--- src/rtl/serial_asm_pkg.sv ---
// Shared types and sizing helpers for the serial word assembler.
// Holds the FSM state encoding, default parameter values and the counter-width helper.
package serial_asm_pkg;

  typedef enum logic [1:0] {
    IDLE   = 2'd0,
    SHIFT  = 2'd1,
    PARITY = 2'd2
  } asm_state_t;

  localparam int DEF_WIDTH   = 8;
  localparam int DEF_TIMEOUT = 16;

  // Bits needed to hold values 0..max_val, never less than one.
  function automatic int cnt_w(input int max_val);
    return (max_val < 2) ? 1 : $clog2(max_val + 1);
  endfunction

endpackage

--- src/rtl/serial_word_assembler_if.sv ---
// Bit-stream input, word handshake output and error flags of the serial word assembler.
// The master side is the stimulus/consumer; the slave side is the assembler itself.
interface serial_word_assembler_if #(
  parameter int WIDTH = 8
);

  logic             bit_in;
  logic             bit_valid;
  logic [WIDTH-1:0] word_out;
  logic             word_valid;
  logic             word_ready;
  logic             busy;
  logic             parity_err;
  logic             overrun;
  logic             frame_err;

  modport master (
    output bit_in,
    output bit_valid,
    output word_ready,
    input  word_out,
    input  word_valid,
    input  busy,
    input  parity_err,
    input  overrun,
    input  frame_err
  );

  modport slave (
    input  bit_in,
    input  bit_valid,
    input  word_ready,
    output word_out,
    output word_valid,
    output busy,
    output parity_err,
    output overrun,
    output frame_err
  );

endinterface

--- src/rtl/serial_asm_shift_reg.sv ---
// MSB-first shift register that also tracks the XOR of every bit shifted in since the last clear.
module serial_asm_shift_reg #(
  parameter int WIDTH = 8
) (
  input  logic             clk,
  input  logic             rst,
  input  logic             i_clr,
  input  logic             i_shift,
  input  logic             i_bit,
  output logic [WIDTH-1:0] o_data,
  output logic             o_parity
);

  logic [WIDTH-1:0] r_data;
  logic             r_parity;

  always_ff @(posedge clk or negedge rst) begin
    if (!rst) begin
      r_data   <= '0;
      r_parity <= 1'b0;
    end else if (i_clr) begin
      r_data   <= '0;
      r_parity <= 1'b0;
    end else if (i_shift) begin
      r_data   <= {r_data[WIDTH-2:0], i_bit};
      r_parity <= r_parity ^ i_bit;
    end
  end

  assign o_data   = r_data;
  assign o_parity = r_parity;

endmodule

--- src/rtl/serial_word_assembler.sv ---
// Deserialises a start-bit framed, MSB-first bit stream into parallel words with optional
// even parity, an inter-bit timeout and a valid/ready output holding one pending word.
module serial_word_assembler
  import serial_asm_pkg::*;
#(
  parameter int WIDTH     = DEF_WIDTH,
  parameter int PARITY_EN = 1,
  parameter int TIMEOUT   = DEF_TIMEOUT
) (
  input  logic clk,
  input  logic rst,
  serial_word_assembler_if.slave bus
);

  localparam int CW = cnt_w(WIDTH - 1);
  localparam int TW = cnt_w(TIMEOUT);
  localparam logic [CW-1:0] LAST_BIT = CW'(WIDTH - 1);
  localparam logic [TW-1:0] TO_LAST  = TW'(TIMEOUT - 1);

  asm_state_t       r_state, w_state_nxt;
  logic [CW-1:0]    r_bit_cnt, w_bit_cnt_nxt;
  logic [TW-1:0]    r_to_cnt, w_to_cnt_nxt;
  logic             w_clr, w_shift, w_complete, w_par_fail, w_timeout;
  logic [WIDTH-1:0] w_word_nxt;
  logic [WIDTH-1:0] w_data;
  logic             w_parity;

  logic [WIDTH-1:0] r_word;
  logic             r_valid;
  logic             r_parity_err, r_overrun, r_frame_err;

  serial_asm_shift_reg #(.WIDTH(WIDTH)) u_shift (
    .clk      (clk),
    .rst      (rst),
    .i_clr    (w_clr),
    .i_shift  (w_shift),
    .i_bit    (bus.bit_in),
    .o_data   (w_data),
    .o_parity (w_parity)
  );

  always_comb begin
    w_state_nxt   = r_state;
    w_bit_cnt_nxt = r_bit_cnt;
    w_to_cnt_nxt  = r_to_cnt;
    w_clr         = 1'b0;
    w_shift       = 1'b0;
    w_complete    = 1'b0;
    w_par_fail    = 1'b0;
    w_timeout     = 1'b0;
    w_word_nxt    = w_data;

    case (r_state)
      IDLE: begin
        w_to_cnt_nxt = '0;
        if (bus.bit_valid && bus.bit_in) begin
          w_state_nxt   = SHIFT;
          w_bit_cnt_nxt = '0;
          w_clr         = 1'b1;
        end
      end
      SHIFT: begin
        if (bus.bit_valid) begin
          w_shift       = 1'b1;
          w_to_cnt_nxt  = '0;
          w_bit_cnt_nxt = r_bit_cnt + CW'(1);
          if (r_bit_cnt == LAST_BIT) begin
            if (PARITY_EN != 0) begin
              w_state_nxt = PARITY;
            end else begin
              // Without parity the word is the register contents plus the bit arriving now.
              w_complete  = 1'b1;
              w_word_nxt  = {w_data[WIDTH-2:0], bus.bit_in};
              w_state_nxt = IDLE;
            end
          end
        end
      end
      PARITY: begin
        if (bus.bit_valid) begin
          w_to_cnt_nxt = '0;
          w_state_nxt  = IDLE;
          if (w_parity ^ bus.bit_in) w_par_fail = 1'b1;
          else                       w_complete = 1'b1;
        end
      end
      default: w_state_nxt = IDLE;
    endcase

    // Inter-bit gap watchdog, only meaningful while a frame is in flight.
    if ((r_state != IDLE) && !bus.bit_valid) begin
      if (r_to_cnt == TO_LAST) begin
        w_timeout    = 1'b1;
        w_to_cnt_nxt = '0;
        w_state_nxt  = IDLE;
      end else begin
        w_to_cnt_nxt = r_to_cnt + TW'(1);
      end
    end
  end

  always_ff @(posedge clk or negedge rst) begin
    if (!rst) begin
      r_state   <= IDLE;
      r_bit_cnt <= '0;
      r_to_cnt  <= '0;
    end else begin
      r_state   <= w_state_nxt;
      r_bit_cnt <= w_bit_cnt_nxt;
      r_to_cnt  <= w_to_cnt_nxt;
    end
  end

  always_ff @(posedge clk or negedge rst) begin
    if (!rst) begin
      r_word       <= '0;
      r_valid      <= 1'b0;
      r_parity_err <= 1'b0;
      r_overrun    <= 1'b0;
      r_frame_err  <= 1'b0;
    end else begin
      r_parity_err <= w_par_fail;
      r_frame_err  <= w_timeout;
      r_overrun    <= w_complete && r_valid && !bus.word_ready;
      // A completion on the transfer edge reloads the slot instead of overrunning it.
      if (w_complete && (!r_valid || bus.word_ready)) begin
        r_word  <= w_word_nxt;
        r_valid <= 1'b1;
      end else if (r_valid && bus.word_ready) begin
        r_valid <= 1'b0;
      end
    end
  end

  assign bus.word_out   = r_word;
  assign bus.word_valid = r_valid;
  assign bus.busy       = (r_state == SHIFT) || (r_state == PARITY);
  assign bus.parity_err = r_parity_err;
  assign bus.overrun    = r_overrun;
  assign bus.frame_err  = r_frame_err;

endmodule
--- src/flat_wrapper.sv ---
// flat-port wrapper written by rule: the top's interface ports become plain ports
module serial_word_assembler_flat import serial_asm_pkg::*;
#(
  parameter int WIDTH     = DEF_WIDTH,
  parameter int PARITY_EN = 1,
  parameter int TIMEOUT   = DEF_TIMEOUT
)
  (clk, rst, bus_bit_in, bus_bit_valid, bus_word_ready, bus_word_out, bus_word_valid, bus_busy, bus_parity_err, bus_overrun, bus_frame_err);
  serial_word_assembler_if #(.WIDTH(WIDTH)) bus_i ();
  input  logic clk;
  input  logic rst;
  input wire logic [$bits(bus_i.bit_in)-1:0] bus_bit_in;
  input wire logic [$bits(bus_i.bit_valid)-1:0] bus_bit_valid;
  input wire logic [$bits(bus_i.word_ready)-1:0] bus_word_ready;
  output wire logic [$bits(bus_i.word_out)-1:0] bus_word_out;
  output wire logic [$bits(bus_i.word_valid)-1:0] bus_word_valid;
  output wire logic [$bits(bus_i.busy)-1:0] bus_busy;
  output wire logic [$bits(bus_i.parity_err)-1:0] bus_parity_err;
  output wire logic [$bits(bus_i.overrun)-1:0] bus_overrun;
  output wire logic [$bits(bus_i.frame_err)-1:0] bus_frame_err;
  assign bus_i.bit_in = bus_bit_in;
  assign bus_i.bit_valid = bus_bit_valid;
  assign bus_i.word_ready = bus_word_ready;
  assign bus_word_out = bus_i.word_out;
  assign bus_word_valid = bus_i.word_valid;
  assign bus_busy = bus_i.busy;
  assign bus_parity_err = bus_i.parity_err;
  assign bus_overrun = bus_i.overrun;
  assign bus_frame_err = bus_i.frame_err;
  serial_word_assembler #(.WIDTH(WIDTH), .PARITY_EN(PARITY_EN), .TIMEOUT(TIMEOUT)) u_core (.clk(clk), .rst(rst), .bus(bus_i));
endmodule
--- config.mk ---
export PLATFORM = sky130hd
export DESIGN_NAME = serial_word_assembler_flat
export DESIGN_NICKNAME = d
export VERILOG_FILES = /design/src/rtl/serial_asm_pkg.sv /design/src/rtl/serial_word_assembler_if.sv /design/src/rtl/serial_asm_shift_reg.sv /design/src/rtl/serial_word_assembler.sv /design/src/flat_wrapper.sv
export SDC_FILE = /design/constraint.sdc
export NUM_CORES = 1
export LEC_CHECK = 0
export CORE_UTILIZATION = 58
export DETAILED_ROUTE_END_ITERATION = 6
export GPL_TIMING_DRIVEN = 0
export PLACE_DENSITY_LB_ADDON = 0.25
export REMOVE_ABC_BUFFERS = 1
export SLEW_MARGIN = 10
export SYNTH_ARGS = -nofsm -noshare
export SYNTH_HDL_FRONTEND = slang
export SYNTH_HIERARCHICAL = 1
export SYNTH_SLANG_ARGS = --single-unit
--- constraint.sdc ---
create_clock -name clk -period 2.32 [get_ports clk]
set_input_delay 0.232 -clock clk [delete_from_list [all_inputs] [get_ports clk]]
set_output_delay 0.232 -clock clk [all_outputs]
set_load 0.02 [all_outputs]
# Yosys cells after proc, flatten, opt, wreduce, memory -nomap -nowiden
# Cells that the tools add are included.
[op_classes]
n_eq_ne = 7
n_reduce_logical = 20
add_sub_neg = 2
bitwise = 1
muxes = 32
[ops]
columns = ["cell", "n"]
rows = [
  ["2-to-1 mux 1 bit", 16],
  ["2-to-1 mux 8 bit", 2],
  ["2-to-1 mux 5 bit", 3],
  ["2-to-1 mux 2 bit", 6],
  ["case mux 5 bit (2 select lines)", 1],
  ["nonzero test 2 bit", 4],
  ["logical AND 1 bit", 6],
  ["2-to-1 mux 3 bit", 2],
  ["case mux 2 bit (3 select lines)", 1],
  ["case mux 3 bit (2 select lines)", 1],
  ["adder 5 x 1 -> 5 bit (second input constant)", 1],
  ["== test 5 x 4 -> 1 bit (second input constant)", 1],
  ["adder 3 x 1 -> 3 bit (second input constant)", 1],
  ["== test 3 bit (second input constant)", 1],
  ["logical NOT 1 bit", 3],
  ["!= test 3 x 1 -> 1 bit (second input constant)", 1],
  ["AND reduction 3 bit", 1],
  ["nonzero test 3 bit", 1],
  ["== test 2 x 1 -> 1 bit (second input constant)", 1],
  ["== test 2 bit (second input constant)", 1],
  ["logical NOT 2 bit", 1],
  ["logical OR 1 bit", 2],
  ["!= test 2 x 1 -> 1 bit (second input constant)", 1],
  ["!= test 2 bit (second input constant)", 1],
  ["other kinds (3)", 3],
]
[totals]
elab_cells = 72
input_bits = 5
regBits = 31
out_inout_bits = 13

# Depth between registers and ports, before layout
# Gate-level depths: netlist (run 1).
[logic_depth]
depth_word = 6
ltp_mapped = 6
mapped_depth_nobuf = 5

# By module
# The synthesis (run 1) kept the hierarchy.
[modules_own_cells]
columns = ["mod", "area_each_um2", "instances", "seq_area_each_um2", "cells_each"]
rows = [
  ["serial_word_assembler", 1076.0, 1, 550.5, 87],
  ["serial_asm_shift_reg", 376.6, 1, 225.2, 30],
]

# Worst setup path before layout (run 1)
# Ideal clock, no wire load.
[synth_path]
path_kind = "register to register"
startpoint = "register u_core.r_state[0]"
endpoint = "register u_core.r_to_cnt[4]"
t_arrival_ns = 1.316
required_time_ns = 2.175
setup_ns = 0.145
setup_slack_ns = 0.859
period_less_slack_ns = 1.461
path_buffers = 0
path_stages_with_launch = 6
path_cell_list = "dfrtp_1 inv_1 ha_1 nor2b_1 o22ai_1 a21boi_0"
[synth_between]
elab_chain_len = 4
elab_cells_between_ends = 11
classes_between = "eq/ne (3); mux (2); reduce/logical (6)"
[synth_lines]
columns = ["element", "line_no", "rtl"]
rows = [
  ["from (decl)", "serial_word_assembler.sv:20", "asm_state_t r_state, w_state_nxt;"],
  ["from (signal assigned)", "serial_word_assembler.sv:108", "r_state <= w_state_nxt;"],
  ["== test 2 bit (tied with other cells)", "serial_word_assembler.sv:53", "case (r_state)"],
  ["OR reduction 2 bit (no source line) or logical AND 1 bit (tied branches)", "--", ""],
  ["case mux 5 bit (2 select lines) (tied with other cells)", "serial_word_assembler.sv:53", ""],
  ["2-to-1 mux 5 bit or AND reduction 2 bit (tied branches)", "--", ""],
  ["to (signal assigned)", "serial_word_assembler.sv:110", "r_to_cnt <= w_to_cnt_nxt;"],
  ["to (decl)", "serial_word_assembler.sv:22", "logic [TW-1:0] r_to_cnt, w_to_cnt_nxt;"],
]
# Parallel ways exist; a longest one is shown, timed or not.
# A chain may end at the register's enable or synchronous reset.

# Final worst setup path (run 1)
[layout_path]
startpoint = "register u_core.r_state[0]"
endpoint = "output port bus_busy"
[layout_between]
elab_chain_len = 2
elab_cells_between_ends = 3
classes_between = "eq/ne (2); reduce/logical (1)"
[layout_lines]
columns = ["element", "line_no", "rtl"]
rows = [
  ["== test 2 x 1 -> 1 bit or == test 2 bit (tied branches)", "serial_word_assembler.sv:137", "assign bus.busy = (r_state == SHIFT) || (r_state == PARITY);"],
  ["logical OR 1 bit (*)", "serial_word_assembler.sv:137", ""],
  ["to (decl)", "flat_wrapper.sv:17", "output wire logic [$bits(bus_i.busy)-1:0] bus_busy;"],
]
# Every way passes the cells marked *; elsewhere a longest branch is shown, timed or not.

==> run_results.csv, run 1 <==
group,metric,value,unit
outcome,status,"finished clean",
setup_path,cp.buffers_inverters,2,
clock_tree,cts_root_buf,"clkbuf_4",
die,dieArea,0.00271,mm2
route,routedWlPerCell,14.7,um
route,met1Wirelength,1.09,mm
layout,multiInputGateArea,627,um2
die,start_util,0.638,
placed_design,io_buffers,17,
layout,seq_area,776,um2
setup_path,critPathSlowestCell,"clkdlybuf4s50_1",
route,dr.max_layer_used,"met4",
setup_path,end_kind,"primary output",
route,drt_wl_total,2.46,mm
route,dr_total_vias,952,
timing,skew,0.0119,ns
timing,setup_viol,0,
die,dieWidth,52.0,um
global_route,grtUsageTotal,0.215,
placed_design,dp_hpwl,1.74,mm
layout,nets,150,
power_and_ir_drop,combPwrFrac,0.259,
yosys,synth_compound_area_frac,0.0904,
power_and_ir_drop,swShare,0.326,
yosys,synth-simple-area-share,0.122,
setup_path,ff2ff_setup_slack,0.54,ns
setup_path,critical_path.endpoint,"bus_busy",
clock_tree,cts_buffers,5,
die,die_h,52.0,um
timing,setup_tns,0,ns
clock_tree,ctsResizeCount,0,
layout,antenna_cells,0,
yosys,synth_top_family_by_area,"multiplexers",
yosys,ys_seq_elements,31,
yosys,ys_types,35,
timing,slew_headroom,0.549,
layout,mostFrequentLayoutCells,"dfrtp_1, clkdlybuf4s50_1, nor2_1",
power_and_ir_drop,vdd.ir_drop.worst,613,uV
yosys,synth_xor_area_frac,0.00603,
timing,hold_viol,0,
timing,tightest_slew,0.676,ns
setup_path,path_cells,"inv_1 -> ha_1 -> clkdlybuf4s50_1",
clock_tree,cts_max_level,2,
setup_path,r2r-start,"u_core/r_state[0]",
global_route,grt_pass1_vias,963,
power_and_ir_drop,clkPwrFrac,0.224,
clock_tree,cts_tree,"done",
setup_path,cp.required,2.09,ns
global_route,antenna_found_initial,0,
setup_path,regToRegEndpoint,"u_core/bus.word_out[0]",
clock_tree,clkTransAtPathRegs,0.10,ns
setup_path,cp-start-kind,"flip-flop",
setup_path,critPathMaxStageDelay,0.60,ns
route,wl_met3,99,um
timing,fmax,0.516,GHz
run,cap_violations,0,
layout,drive_above_1_share,0.158,
route,drtIter0Drc,14,
power_and_ir_drop,p_per_area,780,mW/mm2
setup_path,crit_fanout,4,
global_route,grt_overflow,0,
timing,drv_slew,0,
timing,min_period,1.94,ns
layout,fill_cells,164,
layout,final_common_cell,"dfrtp_1",
setup_path,arrival,1.71,ns
global_route,grt_max_degree,32,
route,ant_nets,0,
yosys,syn_area_per_cell,12.4,um2
setup_path,critPathLaunch,"u_core/r_state[0]",
hold_path,hp-class,"input port to asynchronous set/reset pin",
die,num_io_pins,18,
setup_path,cpLargestDelayFamily,"buffers and inverters",
yosys,synth_warnings,6,
yosys,syn_area,0.00145,mm2
placed_design,gp_congestion,0.769,
power_and_ir_drop,total_power,1310,uW
layout,area.growth.synth_to_final,15.9,%
power_and_ir_drop,p_int,885,uW
setup_path,worstSetupPathType,"flip-flop to primary output",
route,first_pass_iters,4,
die,coreArea,0.00228,mm2
yosys,seq_area_frac_synth,0.534,
setup_path,cp.depth,3,
route,drc,0,
yosys,synthMuxAreaShare,0.152,
clock_tree,clk_latency,0.33,ns
yosys,synthAdderAreaFrac,0.0603,
global_route,grt_pass1_wl,4.06,mm
setup_path,r2r_cells,4,
power_and_ir_drop,seq_power_share,0.517,
die,core.rowCount,17,
power_and_ir_drop,power_leakage,0.000803,uW
timing,min_period_over_period,0.836,
yosys,synthCells,117,
route,viasPerCell,5.70,
power_and_ir_drop,power_switching,428,uW
route,wl_met2,1.24,mm
clock_tree,numClockSinks,31,
clock_tree,clk_path_buf_depth,2,
timing,rsz0062_at_grt,"no",
[power by group through the flow]
| stage | Sequential, uW | Combinational (uW) | Clock [uW] |
|---|---|---|---|
| after floorplan | 673 | 258 | 0 |
| after global placement | 683 | 322 | 0 |
| after detailed placement | 690 | 340 | 0 |
| after CTS | 679 | 342 | 305 |
| after global routing | 689 | 377 | 326 |
| final | 679 | 340 | 295 |
[sequential cells by signal (all words and copies together), names as in the netlist, 2 cells and up]
name                   cells
u_core/bus.word_out        8
u_core/r_bit_cnt           3
u_core/r_state             2
u_core/r_to_cnt            5
u_core/u_shift/o_data      8
[cells in the mapped netlist]
cell / n / area [um2]
o211ai_1: 2 / 15.0
buf_6: 2 / 22.5
xnor2_1: 1 / 8.76
mux2i_1: 9 / 90.1
a21oi_2: 1 / 8.76
o22ai_1: 2 / 12.5
o211a_1: 1 / 10.0
a21oi_1: 4 / 20.0
nor2b_1: 1 / 6.26
a21boi_0: 1 / 7.51
and2_1: 3 / 18.8
a22o_1: 2 / 17.5
a31oi_1: 1 / 6.26
a21o_1: 1 / 7.51
nor2_1: 13 / 48.8
mux2_2: 1 / 11.3
nand3b_1: 2 / 15.0
mux2_4: 8 / 120
o21ai_0: 1 / 5.00
inv_1: 5 / 18.8
nand3_1: 3 / 15.0
dfrtp_1: 31 / 776
nand2b_2: 1 / 8.76
buf_2: 1 / 5.00
a21bo_1: 1 / 10.0
or3_1: 1 / 6.26
o221a_2: 1 / 11.3
nand2_1: 3 / 11.3
ha_1: 7 / 87.6
and4_1: 1 / 8.76
and4b_1: 1 / 10.0
nand4b_1: 1 / 8.76
nand2b_1: 2 / 12.5
and3_2: 1 / 7.51
buf_1: 1 / 3.75
[per-layer routing]
layer	global-route usage	up-vias
met5	0	-
met4	0.108	0
met3	0.0614	4
met2	0.355	24
met1	0.255	472
li1	-	452
[per-stage QoR]
step	util	worst slack [ns]	std cells	hold WS [ns]	area, um2
3_5_place_dp	0.712	0.230	158	0.312	1620
2_1_floorplan	-	0.737	113	-0.0636	1420
4_1_cts	0.740	0.370	167	0.485	1680
5_1_grt	0.740	0.294	167	0.531	1680
3_3_place_gp	0.715	0.275	158	0.493	1630
6_report	0.740	0.381	167	0.468	1680
[how the worst min path moves through the flow]
stage                   startpoint                   end  cells past startpoint
2_1_floorplan                  rst  u_core/bus.frame_err                      0
3_3_place_gp   u_core/r_bit_cnt[1]   u_core/r_bit_cnt[1]                      1
3_5_place_dp                   rst    u_core/r_to_cnt[0]                      1
6_report                       rst  u_core/bus.frame_err                      2
5_1_grt                        rst    u_core/bus.overrun                      2
4_1_cts                        rst  u_core/bus.frame_err                      2
[cell type report]
cell class	count	area share
flip-flops and latches	31	0.461
repair buffers	18	0.104
clock inverters	3	0.00892
inverters	5	0.0111
multi-input cells	77	0.372
clock buffers	5	0.0223
well taps	28	0.0208
[kinds of logic after synthesis]
group / after synthesis
multiplexers: 18
adder cells (fa/ha/maj): 7
XOR/XNOR: 1
flip-flops: 31
AO/OA/AOI/OAI: 18
buffers and inverters: 9
AND/OR/NAND/NOR: 33
[timing repair]
action                    CTS  global route
hold buffers                1             0
hold endpoints to repair   31             0
setup buffers               0             0
(Power assumes the default switching activity.)
==> run 2, diff against run 1 <==
--- a/config.mk
+++ b/config.mk
@@ -5,7 +5,7 @@
 export SDC_FILE = /design/constraint.sdc
 export NUM_CORES = 1
 export LEC_CHECK = 0
-export CORE_UTILIZATION = 58
+export CORE_UTILIZATION = 54
 export DETAILED_ROUTE_END_ITERATION = 6
 export GPL_TIMING_DRIVEN = 0
 export PLACE_DENSITY_LB_ADDON = 0.25
==> constraint.sdc (replaced) <==
create_clock -name clk -period 2 [get_ports clk]
set_input_delay 0.2 -clock clk [delete_from_list [all_inputs] [get_ports clk]]
set_output_delay 0.2 -clock clk [all_outputs]
set_load 0.02 [all_outputs]
==> run 2 against run 1 <==
Compared with the run above:
- utilization decreased by 5.2 points
- setup slack got worse by 0.29 ns
- register-to-register slack got worse by 0.33 ns
- via count decreased by 4.2%
- highest routed layer unchanged
- critical endpoint unchanged
- power increased by 28%
- largest cell class unchanged
==> run_results.csv, run 2 (synthesized netlist as in run 1, its figures left out) <==
group,metric,value,unit
setup_path,cp.buffers_inverters,2,
die,dieArea,0.00290,mm2
die,coreArea,0.00250,mm2
setup_path,regToRegEndpoint,"u_core/bus.word_out[0]",
clock_tree,clk_path_buf_depth,2,
layout,mostFrequentLayoutCells,"dfrtp_1, clkdlybuf4s50_1, nor2_1",
setup_path,critPathMaxStageDelay,0.60,ns
route,ant_nets,0,
clock_tree,cts_tree,"done",
setup_path,ff2ff_setup_slack,0.21,ns
timing,min_period,1.91,ns
global_route,grt_max_degree,32,
timing,hold_slack,0.441,ns
layout,final_area,0.00172,mm2
die,die_h,53.9,um
route,drc,0,
clock_tree,cts_max_level,2,
die,core.rowCount,18,
timing,tightest_slew,0.665,ns
global_route,grt_pass1_wl,3.70,mm
route,dr_total_vias,912,
clock_tree,post_cts_buffers,0,
setup_path,cp.required,1.80,ns
setup_path,end_kind,"primary output",
setup_path,cp-start-kind,"flip-flop",
route,drtIter0Drc,9,
clock_tree,ctsResizeCount,0,
clock_tree,clkTransAtPathRegs,0.10,ns
global_route,antenna_found_initial,0,
setup_path,arrival,1.71,ns
setup_path,worstSetupPathType,"flip-flop to primary output",
global_route,grtUsageTotal,0.184,
route,drt_wl_total,2.35,mm
clock_tree,clk_latency,0.32,ns
timing,min_period_over_period,0.954,
timing,drv_slew,0,
power_and_ir_drop,vdd.ir_drop.worst,743,uV
layout,multiInputGateArea,627,um2
clock_tree,numClockSinks,31,
setup_path,cpLargestDelayFamily,"buffers and inverters",
layout,final_core_util,0.688,
run,cap_violations,0,
route,routedWlPerCell,13.9,um
layout,fill_cells,187,
timing,slew_headroom,0.556,
setup_path,cp.depth,3,
layout,seq_area,776,um2
layout,nets,150,
clock_tree,ctsHoldBuffers,1,
global_route,grt_overflow,0,
clock_tree,cts_buffers,5,
placed_design,gp_congestion,0.725,
timing,setup_tns,0,ns
layout,final_common_cell,"dfrtp_1",
layout,antenna_cells,0,
setup_path,r2r-start,"u_core/r_state[0]",
setup_path,crit_fanout,4,
timing,skew,0.00982,ns
hold_path,hp-class,"input port to asynchronous set/reset pin",
setup_path,r2r_cells,4,
global_route,grt_pass1_vias,835,
route,first_pass_iters,4,
timing,hold_viol,0,
die,dieWidth,53.9,um
setup_path,path_cells,"inv_1 -> ha_1 -> clkdlybuf4s50_1",
placed_design,dp_hpwl,1.66,mm
layout,layout.cells.non_filler,169,
timing,rsz0062_at_grt,"no",
placed_design,io_buffers,17,
setup_path,critPathSlowestCell,"clkdlybuf4s50_1",
timing,fmax,0.524,GHz
die,num_io_pins,18,
timing,setup_viol,0,
placed_design,place_area,0.00162,mm2
power_and_ir_drop,power_leakage,0.000816,uW
placed_design,dp.cells,160,
power_and_ir_drop,p_per_area,980,mW/mm2
layout,area.growth.synth_to_final,18.4,%
outcome,status,"finished clean",
layout,drive_above_1_share,0.158,
clock_tree,cts_root_buf,"clkbuf_4",
route,viasPerCell,5.40,
die,start_util,0.581,
[run 2: cell count changes in the layout (fill, tap and decap cells not counted), sizes merged]
cell and delta:
clkinv -2, bufinv +1, clkbuf +1
[run 2: layer usage]
metal | vias to the layer above | global-route usage | routed length (um) | part of all wire
li1 | 455 | - | - | -
met1 | 436 | 0.245 | 1170 | 0.50
met2 | 19 | 0.278 | 1080 | 0.46
met3 | 2 | 0.0593 | 96 | 0.041
met4 | 0 | 0.0658 | 10 | 0.0042
met5 | - | 0 | 0 | 0
[run 2: power breakdown]
| part | internal (uW) | switching, uW |
|---|---|---|
| sequential | 714 | 74.4 |
| combinational | 183 | 212 |
| clock | 295 | 208 |
| total | 1190 | 494 |
[run 2: worst max-delay path by stage]
stage | from | to | slack (ns)
final | u_core/r_state[0] | bus_busy | 0.09
after global routing | u_core/r_state[0] | bus_busy | 0.004
after CTS | u_core/r_state[0] | bus_busy | 0.08
after detailed placement | bus_bit_in | u_core/bus.word_out[0] | -0.05
after global placement | bus_bit_in | u_core/bus.word_out[0] | -0.02
after floorplan | u_core/r_state[0] | u_core/bus.word_out[0] | 0.42
[run 2: final cells by class]
type | count | share of cell area
multi-input combinational | 77 | 0.364
timing repair buffer | 18 | 0.102
clock buffer | 6 | 0.0298
sequential | 31 | 0.451
tap | 30 | 0.0218
clock inverter | 2 | 0.0204
inverter | 5 | 0.0109
[run 2: through the flow]
stage	setup slack [ns]	total power [uW]
2_1_floorplan	0.417	1080
3_3_place_gp	-0.0183	1170
3_5_place_dp	-0.0480	1190
4_1_cts	0.0756	1700
5_1_grt	0.00416	1780
6_report	0.0921	1690
==> run 3, diff against run 2 <==
--- a/config.mk
+++ b/config.mk
@@ -5,7 +5,8 @@
 export SDC_FILE = /design/constraint.sdc
 export NUM_CORES = 1
 export LEC_CHECK = 0
-export CORE_UTILIZATION = 54
+export ABC_CLOCK_PERIOD_IN_PS = 2000
+export CORE_UTILIZATION = 35
 export DETAILED_ROUTE_END_ITERATION = 6
 export GPL_TIMING_DRIVEN = 0
 export PLACE_DENSITY_LB_ADDON = 0.25
==> run 3 against run 2 <==
Compared with the run above:
- clock-buffer cell count unchanged
- wire length up 8.2%
- sequential cell count is the same
- setup slack better by 0.030 ns
- critical path depth stayed put
- non-clock buffer count unchanged
- sequential power about the same
- sequential share of layout area down 1.4 points
- via count rose by 0.11%
- worst hold slack improved by 0.054 ns
- critical endpoint unchanged
- clock power grew 24%
- cell count is 12% higher
==> run_results.csv, run 3 (synthesized netlist as in run 1, its figures left out) <==
group,metric,value,unit
power_and_ir_drop,power_leakage,0.000829,uW
setup_path,worstSetupPathType,"flip-flop to primary output",
die,dieArea,0.00441,mm2
setup_path,critPathSlowestCell,"clkdlybuf4s50_1",
route,routedWlPerCell,13.5,um
power_and_ir_drop,p_per_area,1020,mW/mm2
layout,final_common_cell,"dfrtp_1",
power_and_ir_drop,clkPwrFrac,0.345,
layout,antenna_cells,0,
timing,slew_headroom,0.550,
timing,fmax,0.533,GHz
clock_tree,cts_buffers,5,
timing,rsz0062_at_grt,"no",
layout,multiInputGateArea,627,um2
global_route,grt_max_degree,32,
hold_path,hp-class,"input port to asynchronous set/reset pin",
setup_path,crit_fanout,4,
clock_tree,ctsHoldBuffers,1,
route,first_pass_iters,4,
clock_tree,numClockSinks,31,
die,die_h,66.4,um
clock_tree,cts_root_buf,"clkbuf_8",
clock_tree,ctsResizeCount,0,
die,coreArea,0.00400,mm2
run,cap_violations,0,
die,dieWidth,66.4,um
global_route,grtUsageTotal,0.140,
timing,fin_ws,0.122,ns
placed_design,gp_congestion,0.735,
setup_path,path_cells,"inv_1 -> ha_1 -> clkdlybuf4s50_1",
power_and_ir_drop,vdd.ir_drop.worst,295,uV
route,viasPerCell,4.83,
setup_path,cp-start-kind,"flip-flop",
clock_tree,clk_path_buf_depth,2,
die,start_util,0.363,
route,ant_nets,0,
clock_tree,clkTransAtPathRegs,0.07,ns
power_and_ir_drop,p_int,1300,uW
global_route,grt_overflow,0,
placed_design,place_ws,-0.116,ns
layout,layout.cells.non_filler,189,
timing,skew,0.00527,ns
clock_tree,cts_tree,"done",
layout,nets,150,
global_route,antenna_found_initial,0,
route,drtIter0Drc,55,
route,drt_wl_total,2.55,mm
layout,mostFrequentLayoutCells,"dfrtp_1, clkdlybuf4s50_1, nor2_1",
timing,setup_viol,0,
power_and_ir_drop,seq_power_share,0.437,
timing,min_period,1.88,ns
outcome,status,"finished clean",
layout,area.growth.synth_to_final,22.3,%
layout,fill_cells,365,
layout,drive_above_1_share,0.158,
layout,seq_area,776,um2
timing,drv_slew,0,
route,drc,0,
die,core.rowCount,23,
global_route,grt_pass1_vias,990,
timing,min_period_over_period,0.939,
placed_design,dp_hpwl,1.77,mm
power_and_ir_drop,swShare,0.282,
placed_design,dp.cells,180,
timing,hold_viol,0,
setup_path,cp.buffers_inverters,2,
timing,tightest_slew,0.676,ns
timing,setup_tns,0,ns
setup_path,arrival,1.68,ns
setup_path,critPathMaxStageDelay,0.60,ns
setup_path,cp.required,1.80,ns
power_and_ir_drop,power_switching,510,uW
clock_tree,clk_latency,0.28,ns
placed_design,io_buffers,17,
die,num_io_pins,18,
setup_path,end_kind,"primary output",
setup_path,cpLargestDelayFamily,"buffers and inverters",
clock_tree,cts_max_level,2,
clock_tree,post_cts_buffers,0,
global_route,grt_pass1_wl,4.42,mm
power_and_ir_drop,combPwrFrac,0.218,
route,dr_total_vias,913,
layout,final_core_util,0.444,
==> run 3: cell types whose count changed in the layout (fill, tap and decap cells not counted) <==
cell / previous run / this run
clkbuf_8: 1 / 6
clkbuf_4: 5 / 0
==> run 3: routing by layer <==
layer | global-route usage | routed length (um)
met5 | 0 | 0
met1 | 0.165 | 1210
met2 | 0.217 | 1170
met4 | 0.0824 | 43
met3 | 0.0534 | 120
==> run 3: path summary, 6_finish.rpt <==
check	startpoint	end	slack (ns)	depth (start not counted)
setup / recovery	u_core/r_state[0]	bus_busy	0.12	3
hold / removal	rst	u_core/u_shift/o_data[5]	0.50	2
setup reg to reg	u_core/r_state[0]	u_core/bus.word_out[1]	0.21	4
hold reg to reg	u_core/r_to_cnt[0]	u_core/r_to_cnt[0]	0.51	1
max in group asynchronous	rst	u_core/r_state[0]	1.07	2
min in group clk	u_core/r_to_cnt[0]	u_core/r_to_cnt[0]	0.51	1
==> run 3: worst reg2reg max path: stages, from the launching register on <==
cell and delay (ns):
dfrtp_1 0.43, inv_1 0.10, ha_1 0.23, and4_1 0.57, mux2_4 0.35
==> run 3: stage by stage <==
| stage | area, um2 | hold WS (ns) | total power [uW] |
|---|---|---|---|
| floorplan | 1420 | -0.0956 | 1080 |
| global placement | 1650 | 0.493 | 1170 |
| detailed placement | 1650 | 0.278 | 1200 |
| CTS | 1780 | 0.511 | 1840 |
| global route | 1780 | 0.531 | 1920 |
| finish | 1780 | 0.495 | 1810 |
==> run 3: layout make-up <==
type	count	share of cell area
Clock buffer	6	0.0465
Clock inverter	2	0.0197
Inverter	5	0.0106
Multi-Input combinational cell	77	0.353
Sequential cell	31	0.437
Tap cell	50	0.0352
Timing Repair Buffer	18	0.0986
==> run 3: power groups by stage <==
stage               combinational (uW)  sequential, uW  clock, uW
CTS                                401             790        648
floorplan                          299             780          0
global placement                   380             792          0
detailed placement                 397             800          0
global route                       447             803        674
finish                             394             791        625
